===== src/rtl/decode_sequencer.sv =====
// decode_sequencer: instruction queue between fetch and decode.
//
// A circular FIFO of queueDepth entries, each holding one instruction word
// and its address. Fetch pushes on a valid/ready handshake, decode pops when
// it is ready. A flush (branch redirect or exception) empties the queue and
// spends exactly one cycle in FLUSH, during which both handshakes are held low.
//
// Optional feature: define DECODE_SEQ_PERF_EN to add the stallCycles_o and
// flushCount_o performance counters.
//
// Ports:
//   clock_i               sole clock, rising edge
//   reset_i               asynchronous reset, active low
//   enable_i              global enable; low freezes all state
//   fetchValid_i          fetch presents a word this cycle
//   fetchReady_o          queue accepts the fetch word this cycle
//   instruction_i         fetched instruction (bit 0 is the MSB)
//   instructionAddress_i  address of instruction_i
//   flush_i               discard all queued entries
//   decodeReady_i         decode unit can take an instruction
//   decodeEnable_o        an instruction transfers to decode this cycle
//   instruction_o         head-of-queue instruction (zero when empty)
//   instructionAddress_o  head-of-queue address (zero when empty)
//   occupancy_o           current entry count
//   stallCycles_o         (perf) cycles with work queued but decode not ready
//   flushCount_o          (perf) number of accepted flushes
//
// State table:
//   IDLE   | queue empty
//   ACTIVE | queue holds at least one entry
//   FLUSH  | one-cycle drain after a flush; no push, no pop

module decode_sequencer #(
  parameter int instructionWidth = 32,
  parameter int addressSize      = 64,
  parameter int queueDepth       = 4
) (
  input  logic                          clock_i,
  input  logic                          reset_i,
  input  logic                          enable_i,
  input  logic                          fetchValid_i,
  output logic                          fetchReady_o,
  input  logic [0:instructionWidth-1]   instruction_i,
  input  logic [addressSize-1:0]        instructionAddress_i,
  input  logic                          flush_i,
  input  logic                          decodeReady_i,
  output logic                          decodeEnable_o,
  output logic [0:instructionWidth-1]   instruction_o,
  output logic [addressSize-1:0]        instructionAddress_o,
  output logic [$clog2(queueDepth):0]   occupancy_o
`ifdef DECODE_SEQ_PERF_EN
  ,
  output logic [31:0]                   stallCycles_o,
  output logic [15:0]                   flushCount_o
`endif
);

  localparam int PTR_W = $clog2(queueDepth);
  localparam int CNT_W = PTR_W + 1;
  localparam logic [CNT_W-1:0] DEPTH_C = CNT_W'(queueDepth);
  localparam logic [CNT_W-1:0] ONE_C   = CNT_W'(1);

  typedef enum logic [1:0] {
    ST_IDLE   = 2'd0,
    ST_ACTIVE = 2'd1,
    ST_FLUSH  = 2'd2
  } state_t;

  state_t                      state;
  logic [PTR_W-1:0]            wr_ptr;
  logic [PTR_W-1:0]            rd_ptr;
  logic [CNT_W-1:0]            count;
  logic [0:instructionWidth-1] instr_mem [queueDepth];
  logic [addressSize-1:0]      addr_mem  [queueDepth];

  logic push;
  logic pop;
  logic not_empty;

  assign not_empty = (count != '0);

  // Handshakes are gated by reset_i so they read zero while reset is held,
  // independent of enable_i. Fullness is judged on the current count only:
  // a pop in the same cycle does not open a slot for the fetch word.
  assign fetchReady_o   = reset_i & enable_i & (state != ST_FLUSH) & (count < DEPTH_C);
  assign decodeEnable_o = reset_i & enable_i & (state == ST_ACTIVE) & decodeReady_i & ~flush_i;

  assign push = fetchValid_i & fetchReady_o;
  assign pop  = decodeEnable_o;

  assign instruction_o        = not_empty ? instr_mem[rd_ptr] : '0;
  assign instructionAddress_o = not_empty ? addr_mem[rd_ptr]  : '0;
  assign occupancy_o          = count;

  always_ff @(posedge clock_i or negedge reset_i) begin
    if (!reset_i) begin
      state  <= ST_IDLE;
      wr_ptr <= '0;
      rd_ptr <= '0;
      count  <= '0;
      for (int i = 0; i < queueDepth; i++) begin
        instr_mem[i] <= '0;
        addr_mem[i]  <= '0;
      end
    end else if (enable_i) begin
      if (flush_i) begin
        // Flush wins over any push or pop presented in the same cycle.
        state  <= ST_FLUSH;
        wr_ptr <= '0;
        rd_ptr <= '0;
        count  <= '0;
      end else begin
        if (push) begin
          instr_mem[wr_ptr] <= instruction_i;
          addr_mem[wr_ptr]  <= instructionAddress_i;
          wr_ptr            <= wr_ptr + 1'b1;
        end
        if (pop) begin
          rd_ptr <= rd_ptr + 1'b1;
        end
        case ({push, pop})
          2'b10:   count <= count + ONE_C;
          2'b01:   count <= count - ONE_C;
          default: count <= count;
        endcase

        case (state)
          ST_IDLE: begin
            if (push) state <= ST_ACTIVE;
          end
          ST_ACTIVE: begin
            if (pop && !push && (count == ONE_C)) state <= ST_IDLE;
          end
          ST_FLUSH: begin
            state <= ST_IDLE;
          end
          default: begin
            state <= ST_IDLE;
          end
        endcase
      end
    end
  end

`ifdef DECODE_SEQ_PERF_EN
  // Saturating counters; they hold at all-ones rather than wrapping.
  always_ff @(posedge clock_i or negedge reset_i) begin
    if (!reset_i) begin
      stallCycles_o <= '0;
      flushCount_o  <= '0;
    end else if (enable_i) begin
      if (not_empty && !decodeReady_i && (stallCycles_o != '1)) begin
        stallCycles_o <= stallCycles_o + 32'd1;
      end
      if (flush_i && (flushCount_o != '1)) begin
        flushCount_o <= flushCount_o + 16'd1;
      end
    end
  end
`endif

endmodule


===== config.mk =====
export PLATFORM = sky130hd
export DESIGN_NAME = decode_sequencer
export DESIGN_NICKNAME = d
export VERILOG_FILES = /design/src/rtl/decode_sequencer.sv
export SDC_FILE = /design/constraint.sdc
export NUM_CORES = 1
export LEC_CHECK = 0
export CAP_MARGIN = 15
export CORE_ASPECT_RATIO = 1.5
export CORE_MARGIN = 2
export CORE_UTILIZATION = 52
export DETAILED_ROUTE_END_ITERATION = 16
export PLACE_DENSITY = 0.74
export SLEW_MARGIN = 20
export SYNTH_ARGS = -nofsm -noshare
export SYNTH_HDL_FRONTEND = slang
export SYNTH_SLANG_ARGS = --single-unit

===== constraint.sdc =====
create_clock -name clock_i -period 6.86 [get_ports clock_i]
set_input_delay 1.715 -clock clock_i [delete_from_list [all_inputs] [get_ports clock_i]]
set_output_delay 1.715 -clock clock_i [all_outputs]
set_load 0.005 [all_outputs]

# --- Word level (Yosys, flattened, before mapping) ---
# Cells that the tools add are included.
totals:
  regBits: 393
  word_cells: 75
  output_inout_bits: 101
  inputBits: 102
op_classes:
  reduce_logical: 14
  add_sub_neg: 4
  n_mux: 24
  bitwise: 10
  n_lt_le_gt_ge: 4
  n_eq_ne: 7
op_table:
  columns: ["operator", "count"]
  rows:
  - ["256-bit bitwise mux", 1]
  - ["64-bit two-way mux", 4]
  - ["64-bit binary-select mux with 2-bit select", 1]
  - ["128-bit bitwise mux", 1]
  - ["64-bit demux with 2-bit select", 1]
  - ["32-bit two-way mux", 4]
  - ["32-bit binary-select mux with 2-bit select", 1]
  - ["32-bit demux with 2-bit select", 1]
  - ["2-bit two-way mux", 7]
  - ["1-bit bitwise AND", 7]
  - ["3-bit >= comparator, second input constant", 2]
  - ["2-bit NOT with 3-bit output", 2]
  - ["3-bit case mux with 2 select lines", 1]
  - ["2-bit AND reduction", 3]
  - ["3-bit AND reduction", 2]
  - ["3-bit nonzero test", 2]
  - ["2-bit by 1-bit adder with 2-bit output, second input constant", 2]
  - ["2-bit by 1-bit == test with 1-bit output, second input constant", 2]
  - ["2-bit case mux with 2 select lines", 1]
  - ["2-bit nonzero test", 2]
  - ["3-bit by 1-bit adder with 3-bit output, second input constant", 1]
  - ["3-bit by 1-bit == test with 1-bit output, second input constant", 1]
  - ["1-bit logical AND", 3]
  - ["3-bit by 1-bit < comparator with 1-bit output, second input constant", 1]
  - ["other kinds (10)", 10]

# --- Longest topological paths before layout ---
logic_depth:
  word_depth: 10
  mapped_depth: 8
  ltp_nobuf: 5

# --- Least setup slack after synthesis ---
# Ideal clock, no wire load.
synth_path:
  path_kind: "input to output"
  from: "in enable_i"
  to: "out decodeEnable_o"
  path_stages: 4
  t_required_ps: 5145
  path_slack_ps: 2848
  arrival_time_ps: 2297
  n_path_buf: 1
  path_cell_list: "buf_4 > nand4_1 > nand2b_1 > nor2_1"
synth_between:
  elab_chain_cells: 4
synth_lines:
  columns: ["item", "line_no", "text"]
  rows:
  - ["from (decl)", "40", "input logic enable_i,"]
  - ["1-bit bitwise AND (4 in a row)", "86", "assign decodeEnable_o = reset_i & enable_i & (state == ST_ACTIVE) & decodeReady_i & ~flush_i;"]
  - ["to (decl)", "47", "output logic decodeEnable_o,"]
# Every way passes these cells.

# --- Worst setup path after layout ---
# Same ends and word-level chain as after synthesis.

==> impl_metrics.csv <==
group,metric,value,unit
logic_synthesis,synth_cell_types,36,
logic_synthesis,synth_area_leader_cell,"dfrtp_1",
min_path,min_path_type,"flip-flop to flip-flop",
sta,worst_slew_pin_slew,1.08,ns
critical_path,rrSetupSlack,3.80,ns
critical_path,slowest_delay,0.65,ns
clock_tree,cts.path.max_buffers,3,
placement,port_buffers,202,
layout,final_cell_mix,"dfrtp_1 (391), mux2_2 (224), clkdlybuf4s50_1 (201)",
critical_path,cp.arrival,3.50,ns
routing,drtIter0Drc,391,
logic_synthesis,synth.net_count,1210,
sta,skew,0.0163,ns
routing,wl,38.2,mm
routing,wire_per_inst,21.4,um
clock_tree,htreeDepth,2,
power,finalPower,0.00731,W
die,die_x,158,um
sta,slew_headroom,0.281,
sta,final-hold-violation-count,0,
logic_synthesis,synth.area.top_cells,"dfrtp_1 (53%), mux2_2 (14%), mux2_4 (13%)",
clock_tree,clk_pin_slew,0.05,ns
grt,grt_overflow,0,
placement,hpwl,22.9,mm
die,dieArea,37000,sq um
critical_path,cp_max_fo,9,
power,ir_drop,0.239,mV
logic_synthesis,seq_area_frac_synth,0.534,
critical_path,r2r_cells,6,
sta,tns,0,ns
die,num_io_pins,203,
logic_synthesis,synth_warnings,0,
critical_path,crit_required,5.14,ns
die,core-area,35000,sq um
sta,fmax,192,MHz
run_status,status,"completed",
power,power_leakage,10.4,nW
job,maxCapViolCount,0,
sta,finalCritPeriodShare,0.760,
routing,ant_nets,0,
grt,grt_pass1_wl,61.5,mm
critical_path,critPathLaunchType,"primary input",
critical_path,slowest_stage,"clkdlybuf4s50_1",
min_path,holdPathStages,1,
sta,fin_crit,5.22,ns
critical_path,path_cells,"clkdlybuf4s50_1 > nand4_1 > nand2b_1 > nor2_1 > clkdlybuf4s50_1",
die,start_util,0.526,
routing,via_per_inst,5.57,
die,core.rowCount,84,
layout,nets,1396,
logic_synthesis,ys_seq_elements,393,
clock_tree,insertion_delay,0.53,ns
sta,setup_violations,0,
critical_path,setup.worst_path.end_class,"primary output",
layout,layout_commonest_cell,"dfrtp_1",
logic_synthesis,syn_avg_cell_area,16.7,sq um
logic_synthesis,syn_area,18400,sq um
logic_synthesis,netlist.area_leader.share,0.534,
clock_tree,post_cts_resized,0,
clock_tree,hold_buffers,0,
routing,dr.pass1.iters,4,
grt,grt.total_usage,0.215,
grt,grt_pass1_vias,11200,
placement,gp_congestion,0.771,
clock_tree,cts.sinks,393,
critical_path,cp_common_cell,"clkdlybuf4s50_1",
layout,syn_to_final_growth,19.4,%
clock_tree,cts_setup_buffers,0,
routing,num_vias,9953,
grt,grt_antenna_before_repair,3,
clock_tree,cts_root_buf,"clkbuf_16",
power,powerDensity,332,nW/um^2
grt,grt_max_degree,80,
logic_synthesis,syn_inst,1100,
clock_tree,numCtsBuffers,39,
die,die_h,235,um
critical_path,worst-setup-path-type,"primary input to primary output",
sta,slew_viol_final,0,
clock_tree,cts_tree,"built",
sta,rsz0062_at_grt,"false",
routing,drc,0,
layout,drive_above_1_share,0.433,
==> routing by layer <==
metal	share of wire	global-route usage
met3	0.041	0.0399
met5	0	0
met1	0.42	0.278
met2	0.52	0.370
met4	0.021	0.0619
==> synthesized netlist by cell type <==
cell type	n
dfrtp_1	393
mux2_2	224
mux2_4	160
nor2b_1	98
mux4_2	96
buf_2	30
clkbuf_1	23
buf_6	20
ha_1	8
inv_1	7
nand2_1	4
nand2_4	4
nor2_1	4
o21ai_0	3
a21oi_1	2
nand3_1	2
nor3_1	2
o31ai_1	2
a211oi_1	1
a22oi_1	1
a311oi_1	1
a32o_1	1
buf_4	1
mux2i_1	1
nand2b_1	1
nand4_1	1
nor2_8	1
o211a_1	1
o211ai_1	1
o21bai_1	1
o22a_1	1
o22ai_1	1
o311a_1	1
o32ai_1	1
or3_4	1
xnor2_1	1
==> state kept, by name, indices dropped and copies added (netlist names) <==
register,count
state,2
occupancy_o,3
wr_ptr,2
rd_ptr,2
instr_mem,128
addr_mem,256
==> final timing paths <==
check,end,start
max in group asynchronous,addr_mem[42],reset_i
min in group asynchronous,addr_mem[201],reset_i
hold / removal,addr_mem[27],addr_mem[27]
setup / recovery,decodeEnable_o,enable_i
hold reg to reg,addr_mem[27],addr_mem[27]
setup reg to reg,instr_mem[108],state[1]
==> cells by family after synthesis <==
kind of cell | share of synthesized area
XOR/XNOR | 0.000476
multiplexers | 0.385
buffers and inverters | 0.0269
flip-flops | 0.534
adder cells (fa/ha/maj) | 0.00543
AND/OR/NAND/NOR | 0.0408
AO/OA/AOI/OAI | 0.00720
==> where the power goes <==
| part | switching (W) | internal (W) | total [W] |
|---|---|---|---|
| clock network | 0.000881 | 0.00121 | 0.00209 |
| registers | 0.000268 | 0.00282 | 0.00309 |
| logic | 0.000719 | 0.00142 | 0.00214 |
| total | 0.00187 | 0.00545 | 0.00731 |
==> critical path: cells and delay by family <==
kind	cells	cell delay, ns
AND/OR/NAND/NOR	3	0.60
buffers and inverters	2	1.18
==> final cells by class <==
cell class | instances | area, sq um
Clock inverter | 13 | 134
Fill cell | 2614 | 13000
Sequential cell | 393 | 9840
Inverter | 7 | 26.3
Antenna cell | 3 | 7.51
Clock buffer | 52 | 1100
Tap cell | 473 | 592
Multi-Input combinational cell | 626 | 8100
Timing Repair Buffer | 219 | 2200
==> per-stage QoR <==
step / instance area [sq um] / hold slack (ns) / utilization / cells / setup slack [ns]
after global placement: 20700 / 0.481 / 0.593 / 1718 / 1.67
after CTS: 22000 / 0.503 / 0.628 / 1783 / 1.64
after floorplan: 18400 / 0.474 / - / 1100 / 2.85
after global routing: 22000 / 0.509 / 0.629 / 1786 / 1.47
final: 22000 / 0.498 / 0.629 / 1786 / 1.64
after detailed placement: 20700 / 0.488 / 0.593 / 1718 / 1.65
Note: power is estimated with default switching activity, not from simulation.
